<file path="src/rtl/irq_pkg.sv">
// Shared constants and helpers for the nested interrupt controller:
// default vector layout, handler vector arithmetic and stack depth width.
package irq_pkg;

  localparam logic [31:0] VEC_BASE_DEF   = 32'h38;
  localparam logic [31:0] VEC_STRIDE_DEF = 32'h38;

  // Width of a counter able to hold 0..n inclusive.
  function automatic int depth_w(input int n);
    return $clog2(n + 1);
  endfunction

  // Handler address of line idx; callers truncate to their PC width.
  function automatic logic [63:0] vec(input logic [63:0] base,
                                      input logic [63:0] stride,
                                      input int idx);
    return base + stride * 64'(idx);
  endfunction

endpackage

</file>
<file path="src/rtl/irq_nest_ctrl_ret_stack.sv">
// Return-address LIFO for nested handlers. The top entry is visible
// combinationally so a pop can use it in the same cycle.
module ret_stack
  import irq_pkg::*;
#(
  parameter int DEPTH = 3,
  parameter int W     = 32,
  parameter int CW    = depth_w(DEPTH)
) (
  input  logic          clk,
  input  logic          clr,
  input  logic          push,
  input  logic          pop,
  input  logic [W-1:0]  din,
  output logic [W-1:0]  top,
  output logic [CW-1:0] count
);

  logic [W-1:0]  mem_q [DEPTH];
  logic [W-1:0]  mem_d [DEPTH];
  logic [CW-1:0] count_q, count_d;

  always_comb begin
    mem_d   = mem_q;
    count_d = count_q;
    top     = '0;
    for (int i = 0; i < DEPTH; i++) begin
      if (CW'(i + 1) == count_q) top = mem_q[i];
      if (push && (CW'(i) == count_q)) mem_d[i] = din;
    end
    if (push && !pop) count_d = count_q + CW'(1);
    else if (pop && !push && (count_q != '0)) count_d = count_q - CW'(1);
  end

  always_ff @(posedge clk or posedge clr) begin
    if (clr) begin
      count_q <= '0;
      for (int i = 0; i < DEPTH; i++) mem_q[i] <= '0;
    end else begin
      count_q <= count_d;
      mem_q   <= mem_d;
    end
  end

  assign count = count_q;

endmodule

</file>
<file path="src/rtl/irq_nest_ctrl.sv">
// Nested interrupt controller beside the PC mux: edge capture, priority
// preemption, return-address stacking and registered redirect pulses.
module irq_nest_ctrl
  import irq_pkg::*;
#(
  parameter int              NUM_IRQ    = 3,
  parameter int              ADDR_W     = 32,
  parameter logic [ADDR_W-1:0] VEC_BASE   = ADDR_W'(VEC_BASE_DEF),
  parameter logic [ADDR_W-1:0] VEC_STRIDE = ADDR_W'(VEC_STRIDE_DEF)
) (
  input  logic                           clk,
  input  logic                           clr,
  input  logic                           enable,
  input  logic [NUM_IRQ-1:0]             irq_req,
  input  logic [NUM_IRQ-1:0]             irq_mask,
  input  logic                           gie,
  input  logic                           eret,
  input  logic [ADDR_W-1:0]              pc_ret,
  output logic                           redir_valid,
  output logic [ADDR_W-1:0]              redir_pc,
  output logic [NUM_IRQ-1:0]             irq_ack,
  output logic [NUM_IRQ-1:0]             active,
  output logic [NUM_IRQ-1:0]             pending,
  output logic [$clog2(NUM_IRQ+1)-1:0]   depth,
  output logic                           err_underflow
);

  localparam int DW = depth_w(NUM_IRQ);

  logic [NUM_IRQ-1:0] req_s1_q, req_s1_d, req_s2_q, req_s2_d;
  logic [NUM_IRQ-1:0] pending_q, pending_d, active_q, active_d;
  logic [NUM_IRQ-1:0] irq_ack_q, irq_ack_d;
  logic               redir_valid_q, redir_valid_d, err_q, err_d;
  logic [ADDR_W-1:0]  redir_pc_q, redir_pc_d;

  logic [NUM_IRQ-1:0] elig, cur_oh, cand_oh;
  int                 cand_idx;
  logic               dec_en, do_pop, do_uf, do_take;
  logic [DW-1:0]      stk_count;
  logic [ADDR_W-1:0]  stk_top;

  // One-hot levels compare numerically, so "candidate above current"
  // is a plain magnitude test; no active level gives cur_oh = 0.
  always_comb begin
    elig     = pending_q & ~irq_mask & {NUM_IRQ{gie}};
    cur_oh   = '0;
    cand_oh  = '0;
    cand_idx = 0;
    for (int i = 0; i < NUM_IRQ; i++) begin
      if (active_q[i]) cur_oh = NUM_IRQ'(1) << i;
      if (elig[i]) begin
        cand_oh  = NUM_IRQ'(1) << i;
        cand_idx = i;
      end
    end
  end

  always_comb begin
    dec_en  = enable & ~redir_valid_q;
    do_pop  = dec_en & eret & (stk_count != '0);
    do_uf   = dec_en & eret & (stk_count == '0);
    do_take = dec_en & ~eret & (cand_oh > cur_oh);

    req_s1_d      = irq_req;
    req_s2_d      = req_s1_q;
    pending_d     = pending_q;
    active_d      = active_q;
    irq_ack_d     = '0;
    redir_valid_d = do_pop | do_take;
    redir_pc_d    = redir_pc_q;
    err_d         = err_q | do_uf;

    if (do_pop) begin
      active_d   = active_q & ~cur_oh;
      redir_pc_d = stk_top;
    end else if (do_take) begin
      active_d   = active_q | cand_oh;
      pending_d  = pending_q & ~cand_oh;
      irq_ack_d  = cand_oh;
      redir_pc_d = ADDR_W'(vec(64'(VEC_BASE), 64'(VEC_STRIDE), cand_idx));
    end
    // A fresh edge beats a same-cycle take.
    pending_d = pending_d | (req_s1_q & ~req_s2_q);
  end

  always_ff @(posedge clk or posedge clr) begin
    if (clr) begin
      req_s1_q      <= '0;
      req_s2_q      <= '0;
      pending_q     <= '0;
      active_q      <= '0;
      irq_ack_q     <= '0;
      redir_valid_q <= 1'b0;
      redir_pc_q    <= '0;
      err_q         <= 1'b0;
    end else begin
      req_s1_q      <= req_s1_d;
      req_s2_q      <= req_s2_d;
      pending_q     <= pending_d;
      active_q      <= active_d;
      irq_ack_q     <= irq_ack_d;
      redir_valid_q <= redir_valid_d;
      redir_pc_q    <= redir_pc_d;
      err_q         <= err_d;
    end
  end

  ret_stack #(.DEPTH(NUM_IRQ), .W(ADDR_W), .CW(DW)) u_stack (
    .clk   (clk),
    .clr   (clr),
    .push  (do_take),
    .pop   (do_pop),
    .din   (pc_ret),
    .top   (stk_top),
    .count (stk_count)
  );

  assign redir_valid   = redir_valid_q;
  assign redir_pc      = redir_pc_q;
  assign irq_ack       = irq_ack_q;
  assign active        = active_q;
  assign pending       = pending_q;
  assign depth         = stk_count;
  assign err_underflow = err_q;

endmodule
</file>
<file path="config.mk">
export PLATFORM = sky130hd
export DESIGN_NAME = irq_nest_ctrl
export DESIGN_NICKNAME = d
export VERILOG_FILES = /design/src/rtl/irq_pkg.sv /design/src/rtl/irq_nest_ctrl_ret_stack.sv /design/src/rtl/irq_nest_ctrl.sv
export SDC_FILE = /design/constraint.sdc
export NUM_CORES = 1
export LEC_CHECK = 0
export ABC_AREA = 0
export CELL_PAD_IN_SITES_DETAIL_PLACEMENT = 1
export CELL_PAD_IN_SITES_GLOBAL_PLACEMENT = 1
export CORE_AREA = 10 10 146 148
export CTS_CLUSTER_SIZE = 16
export DETAILED_ROUTE_END_ITERATION = 8
export DIE_AREA = 0 0 156 158
export GPL_TIMING_DRIVEN = 0
export PLACE_DENSITY_LB_ADDON = 0.08
export SLEW_MARGIN = 20
export SYNTH_ARGS = -nofsm -noshare
export SYNTH_HDL_FRONTEND = slang
export SYNTH_SLANG_ARGS = --single-unit
export TNS_END_PERCENT = 30
</file>
<file path="constraint.sdc">
create_clock -name clk -period 5.8 [get_ports clk]
set_clock_uncertainty 0.15 [all_clocks]
set_input_delay 0.87 -clock clk [delete_from_list [all_inputs] [get_ports clk]]
set_output_delay 0.87 -clock clk [all_outputs]
set_load 0.01 [all_outputs]
</file>
# After elaboration in Yosys (flattened, before gate mapping)
# Cells that the tools add are included.
dict set report totals {
  in_bits 43
  wordCells 74
  out_inout_bits 45
  register_bits 147
}
dict set report op_classes {
  n_lt_le_gt_ge 1
  bitwise 21
  mux 21
  addsub 3
  reduce_logical 12
  eq_ne 3
  mul 1
}
# op n
set ops {}
lappend ops {{32-bit 2-to-1 mux} 6}
lappend ops {{3-bit by 64-bit multiplier with 29-bit output (first input constant)} 1}
lappend ops {{6-bit by 32-bit adder with 32-bit output (first input constant)} 1}
lappend ops {{3-bit 2-to-1 mux} 10}
lappend ops {{3-bit bitwise AND} 5}
lappend ops {{3-bit NOT} 4}
lappend ops {{1-bit bitwise AND} 6}
lappend ops {{1-bit logical AND} 6}
lappend ops {{3-bit bitwise OR} 2}
lappend ops {{2-bit nonzero test} 3}
lappend ops {{2-bit equality test (first input constant)} 2}
lappend ops {{2-bit 2-to-1 mux} 2}
lappend ops {{3-bit > comparator} 1}
lappend ops {{1-bit 2-to-1 mux} 3}
lappend ops {{2-bit by 1-bit adder with 2-bit output (second input constant)} 1}
lappend ops {{1-bit by 2-bit equality test with 1-bit output (first input constant)} 1}
lappend ops {{1-bit logical NOT} 2}
lappend ops {{2-bit logical NOT} 1}
lappend ops {{1-bit NOT} 2}
lappend ops {{1-bit bitwise OR} 2}
lappend ops {{2-bit by 1-bit subtractor with 2-bit output (second input constant)} 1}

# Depth between registers and ports, before layout
# Gate-level depths: netlist of the first run.
dict set report logic_depth {
  word_depth 13
  depth_mapped 10
  ltp_nobuf 7
}

# Modules after synthesis
# A second synthesis of the first run with hierarchy kept.
dict set report unflattened {
  hier_cells 540
  area_unflattened_um2 6528.8
}
# module seq_area_each_um2 area_each_um2 cells_each instances
set modules_own_cells {}
lappend modules_own_cells {ret_stack 2452.4 4352.9 333 1}
lappend modules_own_cells {irq_nest_ctrl 1226.2 2175.8 207 1}

# Worst setup path before layout of the first run
# OpenSTA, ideal clock, no wires.
dict set report synth_timing {
  path_type {input -> register}
  startpoint {input irq_mask[0]}
  endpoint {register u_stack.mem_q[0] (netlist bit)}
  setup_ps 125
  path_slack_ps 2768
  path_stages 9
  t_required_ps 5525
  t_arrival_ps 2757
  n_path_buf 2
  cell_sequence {and3b_1 o211ai_1 ha_1 inv_1 o41a_4 and3_4 buf_6 buf_12 mux2_4}
}
dict set report synth_between {
  elab_chain_len 9
}
# element line_no
set synth_lines {}
lappend synth_lines {{from (decl)} irq_nest_ctrl.sv:15} ;# input logic [NUM_IRQ-1:0] irq_mask,
lappend synth_lines {{3-bit NOT} irq_nest_ctrl.sv:45} ;# elig = pending_q & ~irq_mask & {NUM_IRQ{gie}};
lappend synth_lines {{3-bit bitwise AND (2 in a row)} irq_nest_ctrl.sv:45}
lappend synth_lines {{1-bit 2-to-1 mux} irq_nest_ctrl.sv:51} ;# if (elig[i]) begin
lappend synth_lines {{3-bit 2-to-1 mux (2 in a row)} irq_nest_ctrl.sv:51}
lappend synth_lines {{3-bit > comparator} irq_nest_ctrl.sv:62} ;# do_take = dec_en & ~eret & (cand_oh > cur_oh);
lappend synth_lines {{1-bit bitwise AND} irq_nest_ctrl.sv:62}
lappend synth_lines {{1-bit logical AND} irq_nest_ctrl_ret_stack.sv:29} ;# if (push && (CW'(i) == count_q)) mem_d[i] = din;
lappend synth_lines {{to (signal assigned)} irq_nest_ctrl_ret_stack.sv:41} ;# mem_q <= mem_d;
lappend synth_lines {{to (decl)} irq_nest_ctrl_ret_stack.sv:19} ;# logic [W-1:0] mem_q [DEPTH];
# No other way between the ends.
# A chain may end at the register's enable or synchronous reset.

# Worst setup path after layout of the first run
dict set report layout_timing {
  startpoint {input gie}
  endpoint {register pending_q[1], in the netlist pending[1]}
}
dict set report layout_between {
  elab_chain_len 9
  elab_cells_between_ends 11
  cone_classes {order compare (1); mux (5); bitwise (5)}
}
# element line_no
set layout_lines {}
lappend layout_lines {{from (decl)} irq_nest_ctrl.sv:16} ;# input logic gie,
lappend layout_lines {{3-bit bitwise AND *} irq_nest_ctrl.sv:45}
lappend layout_lines {{1-bit 2-to-1 mux} irq_nest_ctrl.sv:51}
lappend layout_lines {{3-bit 2-to-1 mux} irq_nest_ctrl.sv:51}
lappend layout_lines {{3-bit 2-to-1 mux *} irq_nest_ctrl.sv:51}
lappend layout_lines {{3-bit > comparator} irq_nest_ctrl.sv:62}
lappend layout_lines {{1-bit bitwise AND} irq_nest_ctrl.sv:62}
lappend layout_lines {{3-bit 2-to-1 mux *} irq_nest_ctrl.sv:76} ;# end else if (do_take) begin
lappend layout_lines {{3-bit 2-to-1 mux *} irq_nest_ctrl.sv:73} ;# if (do_pop) begin
lappend layout_lines {{3-bit bitwise OR *} irq_nest_ctrl.sv:83} ;# pending_d = pending_d | (req_s1_q & ~req_s2_q);
lappend layout_lines {{net pending_d[1]} irq_nest_ctrl.sv:31} ;# logic [NUM_IRQ-1:0] pending_q, pending_d, active_q, active_d;
lappend layout_lines {{to (signal assigned)} irq_nest_ctrl.sv:99} ;# pending_q <= pending_d;
lappend layout_lines {{to (decl)} irq_nest_ctrl.sv:31}
# The timed path passes the listed nets; every way through them passes the cells marked *.

==> results of run 1 <==
==> cells by family (layout without fill, tap and decap cells) <==
logic type               Yosys count  in the layout  synth area share (%)
flip-flops                       147            147                  53.6
AO/OA/AOI/OAI                    114            114                  10.8
XOR/XNOR                           1              1                 0.128
multiplexers                      97             97                  20.8
adder cells (fa/ha/maj)            6              6                  1.09
AND/OR/NAND/NOR                  121            121                  8.15
buffers and inverters             50            170                  5.36
==> cells in the mapped netlist, drive strengths merged (2+ instances only) <==
master  number  area share [%]
a211oi       3            0.33
a21oi       36             2.6
a22o        27             3.4
and3         3            0.49
buf         17             3.6
clkbuf      21             1.1
dfrtp      147              54
ha           6             1.1
inv         12            0.66
mux2        96              21
nand2       65             3.6
nand3b       6            0.84
nor2        31             1.7
nor2b        3            0.38
nor3         4            0.29
nor4         3            0.27
o211ai       2            0.22
o21ai       31             2.3
o22ai        2            0.18
o31ai        3            0.33
==> where the power goes <==
group | total (mW) | internal, mW | switching, mW | leakage (nW)
clock network | 1.19 | 0.725 | 0.461 | 0.301
logic | 1.62 | 0.856 | 0.761 | 1.64
registers | 1.69 | 1.44 | 0.253 | 1.88
==> stage by stage <==
stage / instance area (sq um) / setup TNS, ns
6_report: 8690 / 0
5_1_grt: 8690 / 0
4_1_cts: 8690 / 0
3_5_place_dp: 8060 / 0
3_3_place_gp: 8030 / -186.55
2_1_floorplan: 6860 / 0
==> state kept, by name, summed over array words and instances, names as in the netlist <==
register	count
err_underflow	1
redir_valid	1
u_stack.mem_q	96
u_stack.count	2
redir_pc	32
active	3
req_s1_q	3
irq_ack	3
req_s2_q	3
pending	3
==> final cells by class <==
type	instances	area, sq um
inverter	12	52.6
tap	234	293
clock inverter	14	201
fill	1903	9760
timing repair buffer	88	898
buffer	38	323
clock buffer	18	429
multi-input combinational	339	2820
sequential	147	3680
==> worst register-to-register path: cells and delay by family, from the launching register on <==
family,cells,cell delay [ns]
compound gates,2,0.42
fa+ha+maj,1,0.29
flops,1,0.42
simple gates,4,1.59
==> worst max path at each step <==
stage               start      endpoint  cells after the start
global route          gie    pending[1]                      8
detailed placement    gie    pending[1]                      8
CTS                   gie    pending[1]                      8
floorplan             clr     active[0]                      1
finish                gie    pending[1]                      8
global placement      clr  redir_pc[20]                      2
==> layer usage <==
layer  track usage [%]  vias up  wire length [um]  part of all wire (%)
met5                 0        -                 0                     0
li1                  -     2096                 -                     -
met2              26.8       63              9420                    50
met3              3.83       15               628                   3.3
met4              5.67        0               228                   1.2
met1              20.6     2392              8670                    46
==> metrics, run 1 <==
Root Driver clkbuf_16; slew margin rel. 32.4%; CP max FO 5; yosys warns 0; Worst R2R Path Depth 7; distinct cell type count after synthesis 44; Hold WC Path Type flop to flop; delay-heaviest family, CP simple AND/OR/NAND/NOR gates; period utilization just over 60%; critical path arrival roughly 3.7 ns; Peak Freq 282 MHz; Final min period ~3.5 ns; count of final setup violators 0; maximum VDD drop ~0.00022 V; number of enable flip-flop cells after synthesis 0; routed vias/inst slightly above 5; CTS max path bufs 2; CTS tree built; clk sink count 147; layout cells sized above 1 a little under a quarter; Worst EP required slightly below 6 ns; Antenna Nets Post-Route 0; final cell count without fillers 890; register bit total from synthesis 147; hold_sp req_s1_q[1]; row cnt 50; DRC errors left 0; Overall Power approximately 4.5 mW; Core Box Area about 0.018 sq mm; Syn Nets ~590; commonest cells after routing, fill and taps aside 147 x dfrtp_1, 90 x mux2_4, 87 x clkdlybuf4s50_1; Die Height approximately 160 um; Syn Inst Count approximately 540; slowest CP cell nor4_1; Worst Path Buf+Inv 1; worst hold path endpoint req_s2_q[1]; RSZ-0062 raised after global routing no; static leakage 3.82 nW; crit path capture type flop; 1st-iter DRT viols around 230; P&R area growth vs syn 26.7%; worst path cell trace clkdlybuf4s50_1 > nand3b_1 > o211ai_1 > ha_1 > nor4_1 > nor3_1 > nor4_1 > o22ai_1; hold path depth 0; Critical Path Start Type input pin; max incr delay on CP around 0.85 ns; setup ws final between 2 and 2.5 ns; Final Hold Vio Count 0; # Post-CTS Setup Buffers 0; kind of critical path input pin to flop; Power per Cell Area ~520 mW/mm^2; gpl congestion 0.775; max cap viols 0; R2R setup slack between 2 and 3 ns; Routed WL per cell roughly 21 um; initial antenna violation count 0; I/O pin cnt roughly 90; Total Nets Final 692; top_reg_cell synth dfrtp_1; via count of the first global-routing pass ~5200; drt first pass iters 4; worst reg2reg startpoint pending[2]; GRT overflow 0; post_cts resized 0; dpl ws between 1.5 and 2 ns; largest net degree at the start of global routing 82; total wire length approximately 19 mm; Util after Layout a little under half; hold buffers post-CTS 0; GRT Util Overall 16.3%; status finished clean; Hold WS 0.229 ns; most common cell after layout, fill and taps aside dfrtp_1; sequential element share of the synthesized area 53.6%; Mapped Area slightly below 0.007 sq mm; Max H-tree Level 4; ant diodes 0; HPWL after DPL around 13 mm; Post-synth ARST share 100%; Slew Limit Fails 0; Die Wd about 160 um; via count 4566; Worst-Margin Slew between 1 and 1.5 ns; buffers added on ports 87; most used cell, CP nor4_1; Initial Util roughly 37%; CTS clk-pin slew, worst paths ~0.060 ns; Worst R2R End pending[1]; die area 0.0246 sq mm; Inst Count DP between 800 and 900; CTS buffer count 17; Synth Area per Inst 12.8 sq um; clk_lat worst skew 0.44 ns; first-pass GRT wire length around 31 mm
No activity file was read; power rests on OpenSTA's default activity.
==> inputs of run 2 (changes only) <==
clock period = 2.9 ns   (was 5.8 ns; I/O delays follow)
==> metrics, run 2 (same netlist as run 1, synthesis figures left out) <==
M1 GR Usage 20.5% (-0.051 points); slowest CP cell clkdlybuf4s50_1; ant diodes 0 (unchanged); die area 0.0246 sq mm (unchanged); gpl congestion 0.752 (-3.0%); via count 4577 (+0.24%); Overall Power 9.01 mW (+100%); I/O pin cnt 88 (unchanged); Worst EP required 3.05 ns (-2.86 ns); CTS buffer count 17 (unchanged); period utilization 94.7%; Worst-Margin Slew 0.716 ns (-0.288 ns); GRT Util Overall 16.3% (about the same); Slew Limit Fails 0 (unchanged); total wire length 19.4 mm (+2.2%); slew margin rel. 52.3% (+20 points); Routed WL per cell 21.6 um (+1.3%); max incr delay on CP 0.45 ns (-0.40 ns); Total Nets Final 700 (+1.2%); Power per Cell Area 1020 mW/mm^2 (+97%); Final min period 2.75 ns; busiest grt layer met2; hold buffers post-CTS 0 (unchanged); maximum VDD drop 0.000469 V (+110%); routed vias/inst 5.10 (-0.65%); commonest cells after routing, fill and taps aside 147 x dfrtp_1, 90 x mux2_4, 85 x clkdlybuf4s50_1; Fin Setup TNS 0 ns (unchanged); Die Height 158 um (unchanged); CP max FO 10 (+5); most used cell, CP buf_6; first-pass GRT wire length 30.9 mm (+0.67%); Antenna Nets Post-Route 0 (unchanged); Max H-tree Level 4 (unchanged); Largest register FFs 96 (unchanged); CTS tree built; Initial Util 37.2% (unchanged); CTS clk-pin slew, worst paths 0.06 ns (about the same); row cnt 50 (unchanged); Root Driver clkbuf_16; status finished clean; Biggest register u_stack.mem_q; filler instances 1897 (-0.32%); buffers added on ports 87 (unchanged); GRT overflow 0 (unchanged); Critical Path Start Type input pin; drt first pass iters 4 (unchanged); 1st-iter DRT viols 190 (-16%); largest net degree at the start of global routing 31 (-62%); via count of the first global-routing pass 5207 (+0.23%); layout cells sized above 1 25.5% (+2.1 points); max cap viols 0 (unchanged); worst path cell trace clkdlybuf4s50_1 > and3b_1 > o211ai_1 > ha_2 > o32ai_2 > or3_4 > buf_6 > and3_4 > buf_6 > buf_12 > mux2_4; HPWL after DPL 13.3 mm (+3.1%); initial antenna violation count 0 (unchanged); static leakage 3.89 nW (+2.0%); DRC errors left 0 (unchanged); clk sink count 147 (unchanged); Peak Freq between 300 and 400 MHz; Util after Layout 48.0% (+0.92 points); Hold WC Path Type flop to flop; Register Area 0.00368 sq mm (unchanged); most common cell after layout, fill and taps aside dfrtp_1; kind of critical path input pin to flop; Die Wd 156 um (unchanged); crit path capture type flop; GRT met2 Usage 27.5% (+0.71 points); RSZ-0062 raised after global routing no; Core Box Area 0.0185 sq mm (unchanged); P&R area growth vs syn 29.1%; Final Hold Vio Count 0 (unchanged); CTS max path bufs 2 (unchanged); routing usage on met3 4.07% (+0.24 points); clk_lat worst skew 0.42 ns (-0.02 ns); Multi-input gate area 0.00289 sq mm (+2.5%); critical path arrival 2.90 ns (-0.75 ns); delay-heaviest family, CP buffers and inverters; Worst Path Buf+Inv 4 (+3); count of final setup violators 0 (unchanged)
==> run 2: layout make-up <==
type,count,share of cell area [%]
buffer,38,3.64
clock buffer,21,5.31
clock inverter,11,1.69
inverter,12,0.551
multi-input combinational,339,32.6
sequential,147,41.5
tap,234,3.30
timing repair buffer,96,11.4
==> run 2: routing by layer <==
layer | wire length (um) | vias up
li1 | - | 2102
met1 | 8890 | 2397
met2 | 9680 | 67
met3 | 630 | 11
met4 | 148 | 0
met5 | 0 | -
==> run 2: repair_timing <==
item,4_1_cts,5_1_grt
pin swaps,2,4
setup endpoints to repair,96,98
hold endpoints to repair,0,0
gates resized for setup,7,7
buffers inserted,3,1
==> run 2: worst paths after layout <==
path	from	end	slack (ns)	cells after the start
min reg2reg	req_s1_q[0]	req_s2_q[0]	0.22	0
min	req_s1_q[0]	req_s2_q[0]	0.22	0
max in group asynchronous	clr	u_stack.mem_q[54]	1.45	5
max	irq_mask[0]	u_stack.mem_q[0]	0.15	11
max reg2reg	pending[1]	u_stack.mem_q[0]	0.17	10
min in group asynchronous	clr	redir_pc[12]	0.23	2
==> run 2: per-stage QoR <==
| step | setup slack, ns | hold WS, ns | cells | instance area (sq um) |
|---|---|---|---|---|
| finish | 0.153 | 0.224 | 898 | 8860 |
| global route | 0.0544 | 0.237 | 898 | 8860 |
| CTS | 0.000468 | 0.226 | 897 | 8820 |
| detailed placement | -0.616 | 0.212 | 862 | 8130 |
| global placement | -0.849 | 0.210 | 857 | 8030 |
| floorplan | 0.303 | 0.204 | 536 | 6870 |
==> run 2: where the power goes <==
| group | leakage [nW] | internal [mW] | switching, mW |
|---|---|---|---|
| combinational | 1.72 | 1.75 | 1.53 |
| sequential | 1.88 | 2.88 | 0.525 |
| clock | 0.300 | 1.43 | 0.896 |
==> inputs of run 3 (changes only) <==
CORE_AREA = 10 10 156 158   (was 10 10 146 148)
DIE_AREA = 0 0 166 168   (was 0 0 156 158)
==> metrics, run 3 (same netlist as run 1, synthesis figures left out) <==
R2R setup slack 0.21 ns (+0.04 ns); P&R area growth vs syn 29.1% (about the same); GRT overflow 0 (unchanged); first-pass GRT wire length 31.2 mm (+0.87%); slowest CP cell clkdlybuf4s50_1; routed vias/inst 4.85 (-4.9%); HPWL after DPL 13.5 mm (+1.1%); total wire length 19.5 mm (+0.71%); most common cell after layout, fill and taps aside dfrtp_1; busiest grt layer met2; Util after Layout 41.4% (-6.7 points); CP max FO 10 (unchanged); gpl congestion 0.751 (-0.12%); ant diodes 0 (unchanged); largest net degree at the start of global routing 34 (+9.7%); CTS tree built; Biggest register u_stack.mem_q; via count 4571 (-0.13%); Total Nets Final 699 (-0.14%); kind of critical path input pin to flop; Peak Freq 358 MHz (-1.5%); Hold WS 0.223 ns (-0.000758 ns); Max H-tree Level 4 (unchanged); drt first pass iters 4 (unchanged); worst path cell trace clkdlybuf4s50_1 > nand3b_1 > buf_4 > ha_4 > o32ai_2 > or3_1 > buf_6 > and3_4 > buf_6 > buf_12 > mux2_4; clk sink count 147 (unchanged); Routed WL per cell 20.7 um (-4.1%); dpl cell area 0.00819 sq mm (+0.80%); Hold WC Path Type input pin to async pin; CTS max path bufs 2 (unchanged); Worst EP required 3.05 ns (about the same); Worst Path Buf+Inv 5 (+1); Final Hold Vio Count 0 (unchanged); Die Wd 166 um (+6.4%); Die Height 168 um (+6.3%); Power per Cell Area 1000 mW/mm^2 (-1.6%); row cnt 54 (+8.0%); 1st-iter DRT viols 166 (-13%); max incr delay on CP 0.41 ns (-0.04 ns); Critical Path Start Type input pin; initial antenna violation count 0 (unchanged); period utilization 96.2% (+1.5 points); critical path arrival 2.94 ns (+0.04 ns); Worst-Margin Slew 0.768 ns (+0.0517 ns); Fin Setup TNS 0 ns (unchanged); Worst R2R Path Depth 9 (-1); via count of the first global-routing pass 5213 (+0.12%); RSZ-0062 raised after global routing yes; Final min period 2.79 ns (+0.0429 ns); status finished clean; Root Driver clkbuf_16; Finished Cell Area 0.00886 sq mm (about the same); GRT met2 Usage 23.0% (-4.5 points); count of final setup violators 0 (unchanged); GRT Util Overall 14.2% (-2.1 points); crit path capture type flop; hold buffers post-CTS 0 (unchanged); DRC errors left 0 (unchanged); I/O pin cnt 88 (unchanged); Slew Limit Fails 0 (unchanged); Initial Util 32.0% (-5.1 points); M1 GR Usage 18.5% (-2.0 points); layout cells sized above 1 24.6% (-0.87 points); most used cell, CP buf_6; delay-heaviest family, CP buffers and inverters; Largest register FFs 96 (unchanged); buffers added on ports 87 (unchanged); CTS clk-pin slew, worst paths 0.06 ns (about the same); slew margin rel. 48.8% (-3.4 points); Antenna Nets Post-Route 0 (unchanged); commonest cells after routing, fill and taps aside 147 x dfrtp_1, 90 x mux2_4, 86 x clkdlybuf4s50_1; worst reg2reg startpoint active[2]; clk_lat worst skew 0.42 ns (about the same); routing usage on met3 3.38% (-0.69 points); Core Box Area 0.0214 sq mm (+16%); maximum VDD drop 0.000449 V (-4.4%); CTS buffer count 17 (unchanged); static leakage 3.86 nW (-0.91%); Worst R2R End u_stack.mem_q[47]; die area 0.0279 sq mm (+13%); max cap viols 0 (unchanged)
## run 3: worst max path at each step
| stage | from | end | slack, ns | cells past startpoint |
|---|---|---|---|---|
| final | irq_mask[2] | u_stack.mem_q[47] | 0.11 | 11 |
| after global routing | u_stack.count[0] | redir_pc[5] | -0.002 | 8 |
| after CTS | gie | u_stack.mem_q[47] | 0.02 | 10 |
| after detailed placement | gie | pending[1] | -0.61 | 8 |
| after global placement | clr | redir_pc[21] | -0.92 | 2 |
| after floorplan | irq_mask[0] | u_stack.mem_q[0] | 0.30 | 9 |
## run 3: layer usage
| layer | vias up | routed length [um] | part of all wire (%) |
|---|---|---|---|
| li1 | 2106 | - | - |
| met1 | 2374 | 8970 | 46 |
| met2 | 80 | 9580 | 49 |
| met3 | 11 | 787 | 4.0 |
| met4 | 0 | 157 | 0.81 |
| met5 | - | 0 | 0 |
## run 3: final cells by class
class / count / area [sq um]
Timing Repair Buffer: 95 / 1000
Tap cell: 280 / 350
Multi-Input combinational cell: 339 / 2870
Buffer: 38 / 323
Fill cell: 2217 / 12600
Inverter: 12 / 48.8
Clock buffer: 24 / 482
Sequential cell: 147 / 3680
Clock inverter: 8 / 101
## run 3: power breakdown
group / internal [mW] / switching, mW
clock network: 1.33 / 0.861
registers: 2.88 / 0.515
logic: 1.74 / 1.54
total: 5.95 / 2.91
## run 3: timing repair
action / in CTS / in global routing
pin swaps: 2 / 1
resized for setup: 5 / 4
buffers inserted: 2 / 1
setup endpoints to repair: 94 / 112
## run 3: worst reg2reg max path, stage by stage, from the launching register on
cell and delay (ns):
dfrtp_1 0.52, inv_1 0.15, ha_4 0.35, o32ai_2 0.11, or3_1 0.38, buf_6 0.15
and3_4 0.17, buf_6 0.14, buf_12 0.16, mux2_4 0.31
## run 3: through the flow
step | setup slack (ns) | std cells | power [mW]
2_1_floorplan | 0.303 | 536 | 5.40
3_3_place_gp | -0.921 | 903 | 6.57
3_5_place_dp | -0.608 | 908 | 6.68
4_1_cts | 0.0224 | 942 | 8.99
5_1_grt | -0.00229 | 943 | 9.44
6_report | 0.110 | 943 | 8.86
